File: src/rtl/hazard_pkg.sv
// Shared types and constants for the hazard stall/flush controller.
package hazard_pkg;

  typedef enum logic {
    MD_IDLE,
    MD_BUSY
  } md_state_e;

  localparam logic [4:0] REG_ZERO = 5'd0;
  localparam int         MD_CNT_W = 4;

  // True when a nonzero producer register feeds either consumer operand.
  function automatic logic reg_match(input logic [4:0] producer,
                                     input logic [4:0] src_a,
                                     input logic [4:0] src_b);
    return (producer != REG_ZERO) && ((producer == src_a) || (producer == src_b));
  endfunction

endpackage

File: src/rtl/hazard_stall_unit_if.sv
// Pipeline-side bundle for the hazard stall unit: stage operands in, stall/flush and debug counters out.
interface hazard_stall_unit_if #(
  parameter int CNT_W = 32
);

  logic [4:0]       Rs_ID;
  logic [4:0]       Rt_ID;
  logic [4:0]       Rt_EX;
  logic [4:0]       WriteReg_EX;
  logic [4:0]       WriteReg_M;
  logic             RegWrite_EX;
  logic             MemtoReg_EX;
  logic             MemtoReg_M;
  logic             Branch_ID;
  logic             PCSrc_D;
  logic             MDStart_EX;
  logic             MDUse_ID;
  logic             ctr_clr;
  logic             StallF;
  logic             StallD;
  logic             FlushD;
  logic             FlushE;
  logic [CNT_W-1:0] load_stall_cnt;
  logic [CNT_W-1:0] branch_stall_cnt;
  logic [CNT_W-1:0] md_stall_cnt;

  modport master (
    output Rs_ID, Rt_ID, Rt_EX, WriteReg_EX, WriteReg_M,
    output RegWrite_EX, MemtoReg_EX, MemtoReg_M, Branch_ID, PCSrc_D,
    output MDStart_EX, MDUse_ID, ctr_clr,
    input  StallF, StallD, FlushD, FlushE,
    input  load_stall_cnt, branch_stall_cnt, md_stall_cnt
  );

  modport slave (
    input  Rs_ID, Rt_ID, Rt_EX, WriteReg_EX, WriteReg_M,
    input  RegWrite_EX, MemtoReg_EX, MemtoReg_M, Branch_ID, PCSrc_D,
    input  MDStart_EX, MDUse_ID, ctr_clr,
    output StallF, StallD, FlushD, FlushE,
    output load_stall_cnt, branch_stall_cnt, md_stall_cnt
  );

endinterface

File: src/rtl/hazard_stall_unit_md_busy_tracker.sv
// Tracks how long the multi-cycle multiply/divide unit stays busy after an issue.
module md_busy_tracker
  import hazard_pkg::*;
#(
  parameter int MD_LATENCY = 4
) (
  input  logic clk,
  input  logic reset,
  input  logic md_start,
  output logic md_busy
);

  localparam logic [MD_CNT_W-1:0] MD_LAT_V = MD_CNT_W'(MD_LATENCY);

  logic [MD_CNT_W-1:0] md_cnt_q, md_cnt_d;
  md_state_e           state_q, state_d;

  // A new issue always restarts the countdown, even mid-busy.
  always_comb begin
    md_cnt_d = md_cnt_q;
    if (md_start) begin
      md_cnt_d = MD_LAT_V;
    end else if (md_cnt_q != '0) begin
      md_cnt_d = md_cnt_q - MD_CNT_W'(1);
    end
    state_d = (md_cnt_d != '0) ? MD_BUSY : MD_IDLE;
  end

  always_ff @(posedge clk) begin
    if (reset) begin
      md_cnt_q <= '0;
      state_q  <= MD_IDLE;
    end else begin
      md_cnt_q <= md_cnt_d;
      state_q  <= state_d;
    end
  end

  assign md_busy = md_start | (state_q == MD_BUSY);

endmodule

File: src/rtl/hazard_stall_unit.sv
// Stall/flush controller for the 5-stage MIPS pipeline covering hazards that bypassing cannot resolve.
module hazard_stall_unit
  import hazard_pkg::*;
#(
  parameter int MD_LATENCY = 4,
  parameter int CNT_W      = 32
) (
  input logic                 clk,
  input logic                 reset,
  hazard_stall_unit_if.slave  hif
);

  logic             md_busy;
  logic             lwstall, brstall, mdstall, stall;
  logic [CNT_W-1:0] load_cnt_q, load_cnt_d;
  logic [CNT_W-1:0] branch_cnt_q, branch_cnt_d;
  logic [CNT_W-1:0] md_cnt_q, md_cnt_d;

  md_busy_tracker #(
    .MD_LATENCY (MD_LATENCY)
  ) u_md_busy_tracker (
    .clk      (clk),
    .reset    (reset),
    .md_start (hif.MDStart_EX),
    .md_busy  (md_busy)
  );

  function automatic logic [CNT_W-1:0] bump(input logic [CNT_W-1:0] cnt,
                                            input logic             hit,
                                            input logic             clr);
    if (clr) return '0;
    if (hit && (cnt != '1)) return cnt + CNT_W'(1);
    return cnt;
  endfunction

  // A branch resolved on stale operands is discarded, so the flush waits until the stall clears.
  always_comb begin
    lwstall = hif.MemtoReg_EX & reg_match(hif.Rt_EX, hif.Rs_ID, hif.Rt_ID);
    brstall = hif.Branch_ID &
              ((hif.RegWrite_EX & reg_match(hif.WriteReg_EX, hif.Rs_ID, hif.Rt_ID)) |
               (hif.MemtoReg_M  & reg_match(hif.WriteReg_M,  hif.Rs_ID, hif.Rt_ID)));
    mdstall = hif.MDUse_ID & md_busy;
    stall   = lwstall | brstall | mdstall;

    hif.StallF = stall & ~reset;
    hif.StallD = stall & ~reset;
    hif.FlushE = stall & ~reset;
    hif.FlushD = hif.PCSrc_D & ~stall & ~reset;
  end

  always_comb begin
    load_cnt_d   = bump(load_cnt_q,   lwstall, hif.ctr_clr);
    branch_cnt_d = bump(branch_cnt_q, brstall, hif.ctr_clr);
    md_cnt_d     = bump(md_cnt_q,     mdstall, hif.ctr_clr);
  end

  always_ff @(posedge clk) begin
    if (reset) begin
      load_cnt_q   <= '0;
      branch_cnt_q <= '0;
      md_cnt_q     <= '0;
    end else begin
      load_cnt_q   <= load_cnt_d;
      branch_cnt_q <= branch_cnt_d;
      md_cnt_q     <= md_cnt_d;
    end
  end

  assign hif.load_stall_cnt   = load_cnt_q;
  assign hif.branch_stall_cnt = branch_cnt_q;
  assign hif.md_stall_cnt     = md_cnt_q;

endmodule

File: src/flat_wrapper.sv
// flat-port wrapper written by rule: the top's interface ports become plain ports
module hazard_stall_unit_flat import hazard_pkg::*;
#(
  parameter int MD_LATENCY = 4,
  parameter int CNT_W      = 32
)
  (clk, reset, hif_Rs_ID, hif_Rt_ID, hif_Rt_EX, hif_WriteReg_EX, hif_WriteReg_M, hif_RegWrite_EX, hif_MemtoReg_EX, hif_MemtoReg_M, hif_Branch_ID, hif_PCSrc_D, hif_MDStart_EX, hif_MDUse_ID, hif_ctr_clr, hif_StallF, hif_StallD, hif_FlushD, hif_FlushE, hif_load_stall_cnt, hif_branch_stall_cnt, hif_md_stall_cnt);
  hazard_stall_unit_if #(.CNT_W(CNT_W)) hif_i ();
  input logic clk;
  input logic reset;
  input wire logic [$bits(hif_i.Rs_ID)-1:0] hif_Rs_ID;
  input wire logic [$bits(hif_i.Rt_ID)-1:0] hif_Rt_ID;
  input wire logic [$bits(hif_i.Rt_EX)-1:0] hif_Rt_EX;
  input wire logic [$bits(hif_i.WriteReg_EX)-1:0] hif_WriteReg_EX;
  input wire logic [$bits(hif_i.WriteReg_M)-1:0] hif_WriteReg_M;
  input wire logic [$bits(hif_i.RegWrite_EX)-1:0] hif_RegWrite_EX;
  input wire logic [$bits(hif_i.MemtoReg_EX)-1:0] hif_MemtoReg_EX;
  input wire logic [$bits(hif_i.MemtoReg_M)-1:0] hif_MemtoReg_M;
  input wire logic [$bits(hif_i.Branch_ID)-1:0] hif_Branch_ID;
  input wire logic [$bits(hif_i.PCSrc_D)-1:0] hif_PCSrc_D;
  input wire logic [$bits(hif_i.MDStart_EX)-1:0] hif_MDStart_EX;
  input wire logic [$bits(hif_i.MDUse_ID)-1:0] hif_MDUse_ID;
  input wire logic [$bits(hif_i.ctr_clr)-1:0] hif_ctr_clr;
  output wire logic [$bits(hif_i.StallF)-1:0] hif_StallF;
  output wire logic [$bits(hif_i.StallD)-1:0] hif_StallD;
  output wire logic [$bits(hif_i.FlushD)-1:0] hif_FlushD;
  output wire logic [$bits(hif_i.FlushE)-1:0] hif_FlushE;
  output wire logic [$bits(hif_i.load_stall_cnt)-1:0] hif_load_stall_cnt;
  output wire logic [$bits(hif_i.branch_stall_cnt)-1:0] hif_branch_stall_cnt;
  output wire logic [$bits(hif_i.md_stall_cnt)-1:0] hif_md_stall_cnt;
  assign hif_i.Rs_ID = hif_Rs_ID;
  assign hif_i.Rt_ID = hif_Rt_ID;
  assign hif_i.Rt_EX = hif_Rt_EX;
  assign hif_i.WriteReg_EX = hif_WriteReg_EX;
  assign hif_i.WriteReg_M = hif_WriteReg_M;
  assign hif_i.RegWrite_EX = hif_RegWrite_EX;
  assign hif_i.MemtoReg_EX = hif_MemtoReg_EX;
  assign hif_i.MemtoReg_M = hif_MemtoReg_M;
  assign hif_i.Branch_ID = hif_Branch_ID;
  assign hif_i.PCSrc_D = hif_PCSrc_D;
  assign hif_i.MDStart_EX = hif_MDStart_EX;
  assign hif_i.MDUse_ID = hif_MDUse_ID;
  assign hif_i.ctr_clr = hif_ctr_clr;
  assign hif_StallF = hif_i.StallF;
  assign hif_StallD = hif_i.StallD;
  assign hif_FlushD = hif_i.FlushD;
  assign hif_FlushE = hif_i.FlushE;
  assign hif_load_stall_cnt = hif_i.load_stall_cnt;
  assign hif_branch_stall_cnt = hif_i.branch_stall_cnt;
  assign hif_md_stall_cnt = hif_i.md_stall_cnt;
  hazard_stall_unit #(.MD_LATENCY(MD_LATENCY), .CNT_W(CNT_W)) u_core (.clk(clk), .reset(reset), .hif(hif_i));
endmodule
File: config.mk
export PLATFORM = sky130hd
export DESIGN_NAME = hazard_stall_unit_flat
export DESIGN_NICKNAME = d
export VERILOG_FILES = /design/src/rtl/hazard_pkg.sv /design/src/rtl/hazard_stall_unit_if.sv /design/src/rtl/hazard_stall_unit_md_busy_tracker.sv /design/src/rtl/hazard_stall_unit.sv /design/src/flat_wrapper.sv
export SDC_FILE = /design/constraint.sdc
export NUM_CORES = 1
export LEC_CHECK = 0
export CORE_ASPECT_RATIO = 0.7
export CORE_MARGIN = 4
export CORE_UTILIZATION = 40
export DETAILED_ROUTE_END_ITERATION = 7
export PLACE_DENSITY = 0.67
export SYNTH_ARGS = -nofsm -noshare
export SYNTH_HDL_FRONTEND = slang
export SYNTH_SLANG_ARGS = --single-unit
File: constraint.sdc
create_clock -name clk -period 3.2 [get_ports clk]
set_input_delay 0.48 -clock clk [delete_from_list [all_inputs] [get_ports clk]]
set_output_delay 0.48 -clock clk [all_outputs]
set_load 0.01 [all_outputs]
==> metrics <==
DRC viols 0; post-DP HPWL 12.3 mm; CP Capture Point hif_FlushD; synthesis-to-finish area growth 35.1%; CORE AREA 13500 sq um; diodes inserted 0; Slew HR 0.487; Die Ht 107 um; power per standard cell area 352 nW/um^2; vias in the first global route 5523; # H-tree levels 3; Multi-input gate area 3370 sq um; clock buffer count from CTS 9; final WL 16.4 mm; nets 861; clk buf depth 2; Tcrit/Tclk final 0.954; post-synthesis compound-gate area fraction 0.149; ys flop type dfxtp_1; Avg Inst Size Synth 8.32 sq um; Post-Syn Area 5640 sq um; Fin. Hold Viols 0; vias per inst 5.68; num rows 35; design area 7620 sq um; R2R setup slack 840 ps; Yosys reg bits 101; largest family of logic cells by synthesized area simple AND/OR/NAND/NOR gates; RR Startpoint u_core.hif.load_stall_cnt[7]$_SDFFE_PP0P_; Synth top area share 0.358; CTS Sinks 101; Post-Place Worst Slack -150 ps; reg2reg path depth 5; Syn Inst Count 678; crit-path cells clkdlybuf4s50_1 > or3_1 > o311a_1 > a22oi_4 > nand3_1 > nor3b_1 > dlygate4sd2_1; Cell variety after synth 56; Psw 596 uW; CP max stage cell clkdlybuf4s50_1; biggest area consumer among synthesized cells dfxtp_1; min cycle time layout 3050 ps; share of power burned in registers 0.473; element type at the critical path start input pin; cts hold-fix bufs 0; status complete, no violations; RSZ-0062 raised after global routing false; placed instance count 996; clk_skew 9.68 ps; crit-path max FO 3; Initial DRC Count 311; io pins 135; Initial Utilization 0.418; Max stage delay on crit path 410 ps; Lkg Pwr 0.00234 uW; first-pass GRT wire length 27.3 mm; RR Endpoint u_core.hif.load_stall_cnt[31]$_SDFFE_PP0P_; Filler cells 1256; Post-DRT Antenna Nets 0; gr ovfl total 0; multiplexer area fraction after synthesis 0.0284; Final Core Density 0.565; Root Buffer clkbuf_16; post-synthesis sequential area ratio 0.358; arrival time at the worst endpoint 2570 ps; router iterations before antenna repair 4; die width 150 um; Port Buffers 134; Clock Latency Late Sink 340 ps; WL/cell 16.2 um; WS Path Type in2out; Post-Synth Simple-Gate Area 0.325; Warnings, synthesis 0; PnR worst setup slack 148 ps; Pint 2090 uW; top cells by count, synth 101 x dfxtp_1, 64 x nand2_1, 53 x a21oi_1, 48 x xnor2_1, 45 x nor2_1; vias post-DR 5745; Tot Pwr 2680 uW; Non-Filler Instances 1011; CP Capture Type output port; Max VDD drop 0.000273 V; Gate power share 0.092; f_max 0.328 GHz; top post-synthesis cells by area dfxtp_1 36%, xnor2_1 7.5%, a21oi_1 4.7%; DP Area 7290 sq um; Tot GR Track Use 0.204; routability congestion estimate 0.843; Critical Path RT 2720 ps; register area 2020 sq um; Max-Cap Viols 0; hold crit path type reg2reg; Post-Synth Adder-Cell Area 0.00887; CP startpoint hif_WriteReg_M[1]; Clock power frac 0.434; full die area 16100 sq um; syn_nets 717; Worst Max-Slew Pin Slew 770 ps; layout cells sized above 1 0.0908; async set-reset flop share out of synthesis 0; Reg clk slew, reported paths 60 ps; largest net degree at the start of global routing 53; initial antenna violation count 0; setup violators final 0; EDFF count, synth 0; count leader, synth dfxtp_1; CTS tree yes; fin. max-slew vios 0; Sw Ratio 0.222; Synth Area in XOR/XNOR 0.0839
repair_timing:
item | CTS | global route
setup buffers | 0 | 0
endpoints found under the setup margin | 4 | 2
gates resized for setup | 4 | 3
hold endpoints to repair | 0 | 0
pin swaps | 0 | 0
worst max-delay path: cells and delay by family:
family                 cells  cell delay (ps)
AOI/OAI and AO/OA          2              600
buffers and inverters      2              770
and+or+nand+nor            3              710
per-stage QoR:
step / TNS, ps / hold slack, ps
floorplan: 0 / 495
global placement: -169 / 480
detailed placement: -316 / 485
CTS: 0 / 494
global route: 0 / 531
finish: 0 / 495
area by class of cell:
cell class              instances  area share
multi-input cells             524       0.442
clock inverters                 4     0.00952
flip-flops and latches        101       0.265
well taps                     185      0.0304
clock buffers                  11      0.0318
repair buffers                169       0.213
inverters                      17     0.00837
worst min path at each step:
stage / startpoint / endpoint / slack (ps) / cells past startpoint
after floorplan: u_core.hif.branch_stall_cnt[6]$_SDFFE_PP0P_ / u_core.hif.branch_stall_cnt[6]$_SDFFE_PP0P_ / 500 / 2
after global placement: u_core.hif.branch_stall_cnt[31]$_SDFFE_PP0P_ / u_core.hif.branch_stall_cnt[31]$_SDFFE_PP0P_ / 480 / 2
after detailed placement: u_core.hif.load_stall_cnt[13]$_SDFFE_PP0P_ / u_core.hif.load_stall_cnt[13]$_SDFFE_PP0P_ / 480 / 2
after CTS: u_core.hif.load_stall_cnt[13]$_SDFFE_PP0P_ / u_core.hif.load_stall_cnt[13]$_SDFFE_PP0P_ / 490 / 2
after global routing: u_core.hif.branch_stall_cnt[30]$_SDFFE_PP0P_ / u_core.hif.branch_stall_cnt[30]$_SDFFE_PP0P_ / 530 / 2
final: u_core.hif.branch_stall_cnt[6]$_SDFFE_PP0P_ / u_core.hif.branch_stall_cnt[6]$_SDFFE_PP0P_ / 500 / 2
registers in the layout (all words and copies together) (netlist names):
register / cells
u_core.hif.load_stall_cnt: 32
u_core.hif.branch_stall_cnt: 32
u_core.u_md_busy_tracker.state_q: 1
u_core.u_md_busy_tracker.md_cnt_q: 4
u_core.hif.md_stall_cnt: 32
layer usage:
layer / global-route usage / vias to the layer above / wire (um)
met2: 0.329 / 168 / 7420
li1: - / 2824 / -
met3: 0.0530 / 14 / 1240
met4: 0.0418 / 0 / 134
met1: 0.277 / 2739 / 7580
met5: 0 / - / 0
power by group through the flow:
stage                     logic (uW)  registers (uW)  clock network, uW
after global placement           240            1300                  0
after CTS                        249            1270               1190
after floorplan                  128            1300                  0
after global routing             268            1270               1250
after detailed placement         246            1300                  0
final                            248            1270               1170
cell usage in the layout (no fill, tap or decap), types with 5 or more instances in the layout:
cell | synthesis | routed
a21oi_1 | 53 | 53
and3_1 | 8 | 8
and4_1 | 5 | 5
buf_4 | 7 | 33
clkbuf_16 | 0 | 9
clkdlybuf4s50_1 | 0 | 130
dfxtp_1 | 101 | 101
inv_1 | 17 | 17
mux2i_1 | 16 | 16
nand2_1 | 64 | 64
nand3_1 | 42 | 42
nand4_1 | 21 | 21
nand4_2 | 6 | 6
nor2_1 | 45 | 45
nor3_1 | 20 | 20
nor4_1 | 11 | 11
o21a_1 | 6 | 6
o21ai_0 | 17 | 17
o21ai_1 | 7 | 7
o31ai_1 | 30 | 30
or3_1 | 39 | 39
or4_1 | 30 | 30
xnor2_1 | 48 | 48
xor2_1 | 6 | 6
cell families after synthesis:
kind of cell / count (synthesis)
flip-flops: 101
adder cells (fa/ha/maj): 4
buffers and inverters: 53
AO/OA/AOI/OAI: 132
multiplexers: 16
XOR/XNOR: 54
AND/OR/NAND/NOR: 318
(Power assumes the default switching activity.)
